===== config.mk =====
export PLATFORM = sky130hd
export DESIGN_NAME = button_conditioner
export DESIGN_NICKNAME = d
export VERILOG_FILES = /design/src/rtl/button_conditioner.sv
export SDC_FILE = /design/constraint.sdc
export NUM_CORES = 1
export LEC_CHECK = 0
export BUFFER_PORTS_ARGS = -buffer_cell sky130_fd_sc_hd__buf_2
export CAP_MARGIN = 20
export CELL_PAD_IN_SITES_DETAIL_PLACEMENT = 0
export CELL_PAD_IN_SITES_GLOBAL_PLACEMENT = 2
export CORE_ASPECT_RATIO = 0.8
export CORE_UTILIZATION = 40
export DETAILED_ROUTE_END_ITERATION = 10
export MAX_ROUTING_LAYER = met4
export PLACE_DENSITY = 0.87
export REMOVE_ABC_BUFFERS = 1
export SYNTH_ARGS = -nofsm -noshare
export SYNTH_HDL_FRONTEND = slang
export SYNTH_SLANG_ARGS = --single-unit

===== constraint.sdc =====
create_clock -name clk -period 5.25 [get_ports clk]
set_input_delay 1.05 -clock clk [delete_from_list [all_inputs] [get_ports clk]]
set_output_delay 1.05 -clock clk [all_outputs]
set_load 0.005 [all_outputs]

===== src/rtl/button_conditioner.sv =====
// ----------------------------------------------------------------------------
// button_conditioner
//
// Conditions the three raw board push-buttons (left, right, shoot) before
// they reach the spaceship block.
//   raw pin -> two-flop synchroniser -> per-button debounce -> conditioning
//
// Left/right leave as debounced levels, each masked while the other is held
// so the ship stays put when both are pressed. Shoot leaves as a one-shot
// request that is raised on a debounced press and held until the next frame
// tick (xCoord==0 && yCoord==0) consumes it.
//
// Optional feature (compile-time macro BUTTON_CONDITIONER_AUTOFIRE_EN):
//   while shoot is held in playing mode, a new request is raised every
//   AUTOFIRE_FRAMES frame ticks. Without the macro a held button fires once.
//
// Parameters
//   DEBOUNCE_CYCLES  cycles an input must be stable before it is accepted
//   CNT_W            debounce counter width, must hold DEBOUNCE_CYCLES-1
//   AUTOFIRE_FRAMES  frame ticks between repeated shots (autofire only)
//
// Ports
//   clk            in   pixel clock
//   rst            in   synchronous, active-high reset
//   restart        in   game restart; clears shoot request / autofire state
//   mode     [1:0] in   game mode; 2 = playing
//   xCoord  [10:0] in   current VGA pixel x
//   yCoord  [10:0] in   current VGA pixel y
//   btn_*_raw      in   asynchronous raw buttons
//   button_left    out  debounced left, masked when right is also held
//   button_right   out  debounced right, masked when left is also held
//   button_shoot   out  pending shoot request, consumed at frame tick
//   shoot_stable   out  debounced shoot level
// ----------------------------------------------------------------------------
module button_conditioner #(
    parameter int          DEBOUNCE_CYCLES = 250000,
    parameter int          CNT_W           = 18,
    parameter logic [10:0] AUTOFIRE_FRAMES = 11'd30
) (
    input  logic        clk,
    input  logic        rst,
    input  logic        restart,
    input  logic [1:0]  mode,
    input  logic [10:0] xCoord,
    input  logic [10:0] yCoord,
    input  logic        btn_left_raw,
    input  logic        btn_right_raw,
    input  logic        btn_shoot_raw,
    output logic        button_left,
    output logic        button_right,
    output logic        button_shoot,
    output logic        shoot_stable
);

    localparam logic [CNT_W-1:0] CNT_LAST = CNT_W'(DEBOUNCE_CYCLES - 1);

    // Configuration sanity checks, evaluated at elaboration.
    if (DEBOUNCE_CYCLES < 1 || longint'(CNT_LAST) != longint'(DEBOUNCE_CYCLES - 1)) begin : g_bad_cnt_w
        $error("CNT_W too narrow for DEBOUNCE_CYCLES");
    end
    if (AUTOFIRE_FRAMES == 11'd0) begin : g_bad_af
        $error("AUTOFIRE_FRAMES must be non-zero");
    end

    // Bit order in all per-button vectors: [0]=left, [1]=right, [2]=shoot.
    logic [2:0]       raw;
    logic [2:0]       sync_p0;
    logic [2:0]       sync_p1;
    logic [2:0]       stable;
    logic [CNT_W-1:0] cnt [3];

    logic stable_s_d;
    logic pending;
    logic frame_tick;
    logic playing;
    logic set_evt;
    logic af_fire;

    assign raw        = {btn_shoot_raw, btn_right_raw, btn_left_raw};
    assign frame_tick = (xCoord == 11'd0) && (yCoord == 11'd0);
    assign playing    = (mode == 2'd2);
    assign set_evt    = stable[2] & ~stable_s_d;

    // ---- stage p0/p1: two-flop synchroniser --------------------------------
    always_ff @(posedge clk) begin
        if (rst) begin
            sync_p0 <= '0;
            sync_p1 <= '0;
        end else begin
            sync_p0 <= raw;
            sync_p1 <= sync_p0;
        end
    end

    // ---- debounce: accept a level only after it has held for the full count
    always_ff @(posedge clk) begin
        if (rst) begin
            stable <= '0;
            for (int i = 0; i < 3; i++) begin
                cnt[i] <= '0;
            end
        end else begin
            for (int i = 0; i < 3; i++) begin
                if (sync_p1[i] == stable[i]) begin
                    cnt[i] <= '0;
                end else if (cnt[i] == CNT_LAST) begin
                    stable[i] <= sync_p1[i];
                    cnt[i]    <= '0;
                end else begin
                    cnt[i] <= cnt[i] + CNT_W'(1);
                end
            end
        end
    end

    // ---- output conditioning: left/right masking ---------------------------
    always_ff @(posedge clk) begin
        if (rst) begin
            button_left  <= 1'b0;
            button_right <= 1'b0;
        end else begin
            button_left  <= stable[0] & ~stable[1];
            button_right <= stable[1] & ~stable[0];
        end
    end

    // ---- output conditioning: shoot request --------------------------------
    // A set in the tick cycle beats the consume, so a press landing exactly on
    // the tick is delivered at the following tick instead of being dropped.
    always_ff @(posedge clk) begin
        if (rst) begin
            stable_s_d <= 1'b0;
            pending    <= 1'b0;
        end else begin
            stable_s_d <= stable[2];
            if (restart || !playing) begin
                pending <= 1'b0;
            end else if (set_evt || af_fire) begin
                pending <= 1'b1;
            end else if (frame_tick) begin
                pending <= 1'b0;
            end
        end
    end

`ifdef BUTTON_CONDITIONER_AUTOFIRE_EN
    logic [10:0] af_cnt;

    // Fires on the tick that completes AUTOFIRE_FRAMES held frames.
    assign af_fire = frame_tick && stable[2] && playing && !set_evt &&
                     (af_cnt == AUTOFIRE_FRAMES - 11'd1);

    always_ff @(posedge clk) begin
        if (rst || restart || !playing || !stable[2] || set_evt) begin
            af_cnt <= '0;
        end else if (frame_tick) begin
            af_cnt <= af_fire ? 11'd0 : af_cnt + 11'd1;
        end
    end
`else
    assign af_fire = 1'b0;
`endif

    assign button_shoot = pending;
    assign shoot_stable = stable[2];

endmodule


==> qor.yml <==
antenna_found_initial: 0
synthFlopType: "edfxtp_1"
cp.required_ps: 5310
cts_buffers: 9
clk_pin_slew_ps: 80
cap_violations: 0
fmax_mhz: 448
p_total_mw: 1.11
overflow: 0
slew_violations: 0
worstPathArrival_ps: 2290
hold_violations: 0
port_buffers: 33
crit_path_end_kind: "register"
rr_startpoint: "cnt[1][0]$_SDFFCE_PN0P_"
register_area_mm2: 0.00188
worstPathMaxFanout: 17
die_area_mm2: 0.00893
grt_pass1_wl_um: 10800
fillerInstances: 773
hold_buffers: 0
setup_tns_ps: 0
routed_wl_um: 6270
grt_max_degree: 19
final_nets: 449
yosysWarningCount: 0
rows: 29
hold_class: "register to register"
initial_utilization_pct: 42.3
core_mm2: 0.00809
cts_tree: "done"
min_to: "sync_p1[0]$_SDFF_PP0_"
maxSlewHeadroom_pct: 37.4
netlist_instances: 323
ys_ff_latch: 67
place_inst: 513
clockRootBuffer: "clkbuf_8"
dr_total_vias: 2542
ff2ff_setup_slack_ps: 3020
design_area_mm2: 0.00414
ant_nets: 0
clk_latency_ps: 340
start_kind: "register"
fin_util_pct: 51.1
worst_pin_slew_ps: 935
crit_type: "register to register"
netlist_area_mm2: 0.00342
dieWidth_um: 105
reg2reg_depth: 4
clock_skew_ps: 7.90
cts-resized-gates: 0
place.gp.congestion: 0.744
via_per_inst: 4.81
drive_gt1_share_pct: 14.0
reg2reg_to: "cnt[1][6]$_SDFFCE_PN0P_"
rsz0062_at_grt: "no"
cts_max_level: 3
avgSynthCellArea_um2: 10.6
hold_depth: 1
fin_crit_ps: 2230
multi_input_area_mm2: 0.00168
ys_seq_area_share_pct: 55.0
layout.cells.non_filler: 529
synthArstFlopShare_pct: 0
track_usage_pct: 16.0
ys_types: 38
power.density_mw_per_mm2: 269
dp_hpwl_um: 4510
grt_pass1_vias: 2358
placed_cell_area_mm2: 0.00392
cts.sinks: 67
drt_iter0_markers: 84
first_pass_iters: 4
synth_edf_count: 54
setup_viol: 0
antenna_cells_inserted: 0
p_leak_nw: 1.46
io-pin-count: 34
clock_path_buffers: 2
routedWlPerCell_um: 11.9
finalCritPeriodShare_pct: 42.5
worstHoldStart: "sync_p0[0]$_SDFF_PP0_"
area_delta_synth_final_pct: 20.9
die_y_um: 84.7
status: "complete, no violations"
ir_worst_vdd_v: 0.000126
drc: 0
post_cts_buffers: 0
-- Yosys cell counts, types with 3 or more instances --
cell | instances | area, um2
clkbuf_1 | 4 | 15.0
o21ai_0 | 5 | 25.0
xor2_1 | 11 | 96.3
nor4_1 | 19 | 119
ha_1 | 3 | 37.5
or3_1 | 5 | 31.3
nand2_1 | 11 | 41.3
inv_1 | 12 | 45.0
and3_1 | 4 | 25.0
a21oi_1 | 7 | 35.0
or4b_2 | 3 | 30.0
xnor2_1 | 34 | 298
nand3_1 | 18 | 90.1
nor3_1 | 6 | 30.0
nand4_1 | 16 | 100
dfxtp_1 | 13 | 260
nor2_1 | 60 | 225
nand2b_1 | 4 | 25.0
nor2b_1 | 7 | 43.8
nor4b_1 | 5 | 43.8
edfxtp_1 | 54 | 1620
-- layout by cell type, fill, tap and decap left out, drive strengths merged --
cell type	instances
nor2	60
edfxtp	54
conb	54
buf	35
xnor2	34
nor4	19
nand3	19
nand4	17
inv	14
dfxtp	13
clkbuf	12
nand2	11
xor2	11
nor2b	7
a21oi	7
o21ai	7
nor3	6
nor4b	5
or3	5
and3	4
nand2b	4
or4b	4
ha	3
or4	3
mux2i	2
and4	2
o41ai	2
clkinv	2
a31o	1
and3b	1
nor3b	1
and2	1
o31ai	1
-- registers in the layout, indices dropped and copies added (netlist names) --
register / flops
stable_s_d: 1
sync_p1: 3
stable: 3
sync_p0: 3
button_left: 1
button_shoot: 1
button_right: 1
cnt: 54
-- cell type report --
| class | count | share of cell area, % |
|---|---|---|
| well taps | 108 | 3.27 |
| repair buffers | 35 | 4.36 |
| inverters | 12 | 1.09 |
| flip-flops and latches | 67 | 45.5 |
| clock inverters | 4 | 0.635 |
| multi-input cells | 291 | 40.6 |
| clock buffers | 12 | 4.54 |
-- stage by stage --
step	hold WS [ps]	setup slack [ps]
after floorplan	414	3180
after global placement	417	3060
after detailed placement	425	2990
after CTS	445	2990
after global routing	467	2790
final	439	3020
-- cells by family (layout without fill, tap and decap cells) --
kind of cell	count (synthesis)	in the layout	synth area share [%]
xor gates and xnor gates	45	45	11.5
DFF	67	67	55.0
adders and majority gates	3	3	1.10
other	1	54	0.110
and+or+nand+nor	169	169	26.4
muxes	2	2	0.585
buffers and inverters	18	63	2.05
AOI/OAI and AO/OA	18	18	3.25
-- critical path, cell delays in order (launching register included) --
cell and delay [ps]:
edfxtp_1 400, ha_1 220, nand3_1 270, o41ai_4 940, nor2_1 120
-- how the worst max path moves through the flow --
stage	slack [ps]	from	endpoint	cells past startpoint
2_1_floorplan	3180	cnt[1][0]$_SDFFCE_PN0P_	cnt[1][10]$_SDFFCE_PN0P_	4
3_3_place_gp	3060	cnt[1][0]$_SDFFCE_PN0P_	cnt[1][13]$_SDFFCE_PN0P_	4
3_5_place_dp	2990	cnt[1][0]$_SDFFCE_PN0P_	cnt[1][4]$_SDFFCE_PN0P_	4
4_1_cts	2990	cnt[1][0]$_SDFFCE_PN0P_	cnt[1][4]$_SDFFCE_PN0P_	4
5_1_grt	2790	cnt[1][0]$_SDFFCE_PN0P_	cnt[1][4]$_SDFFCE_PN0P_	4
6_report	3020	cnt[1][0]$_SDFFCE_PN0P_	cnt[1][6]$_SDFFCE_PN0P_	4
-- report_power, final --
| group | switching (mW) | total [mW] | internal [mW] | leakage (nW) |
|---|---|---|---|---|
| combinational | 0.0279 | 0.0537 | 0.0258 | 0.687 |
| sequential | 0.0221 | 0.615 | 0.593 | 0.663 |
| clock | 0.202 | 0.444 | 0.242 | 0.113 |
| total | 0.252 | 1.11 | 0.862 | 1.46 |
-- metal layers --
metal	global-route usage (%)	part of all wire, %	vias to the layer above
li1	-	-	1313
met1	21.7	54	1174
met2	22.8	42	52
met3	5.59	4.3	3
met4	3.46	0.16	0
met5	-	0	-
Power figures use the tool's default switching activity.
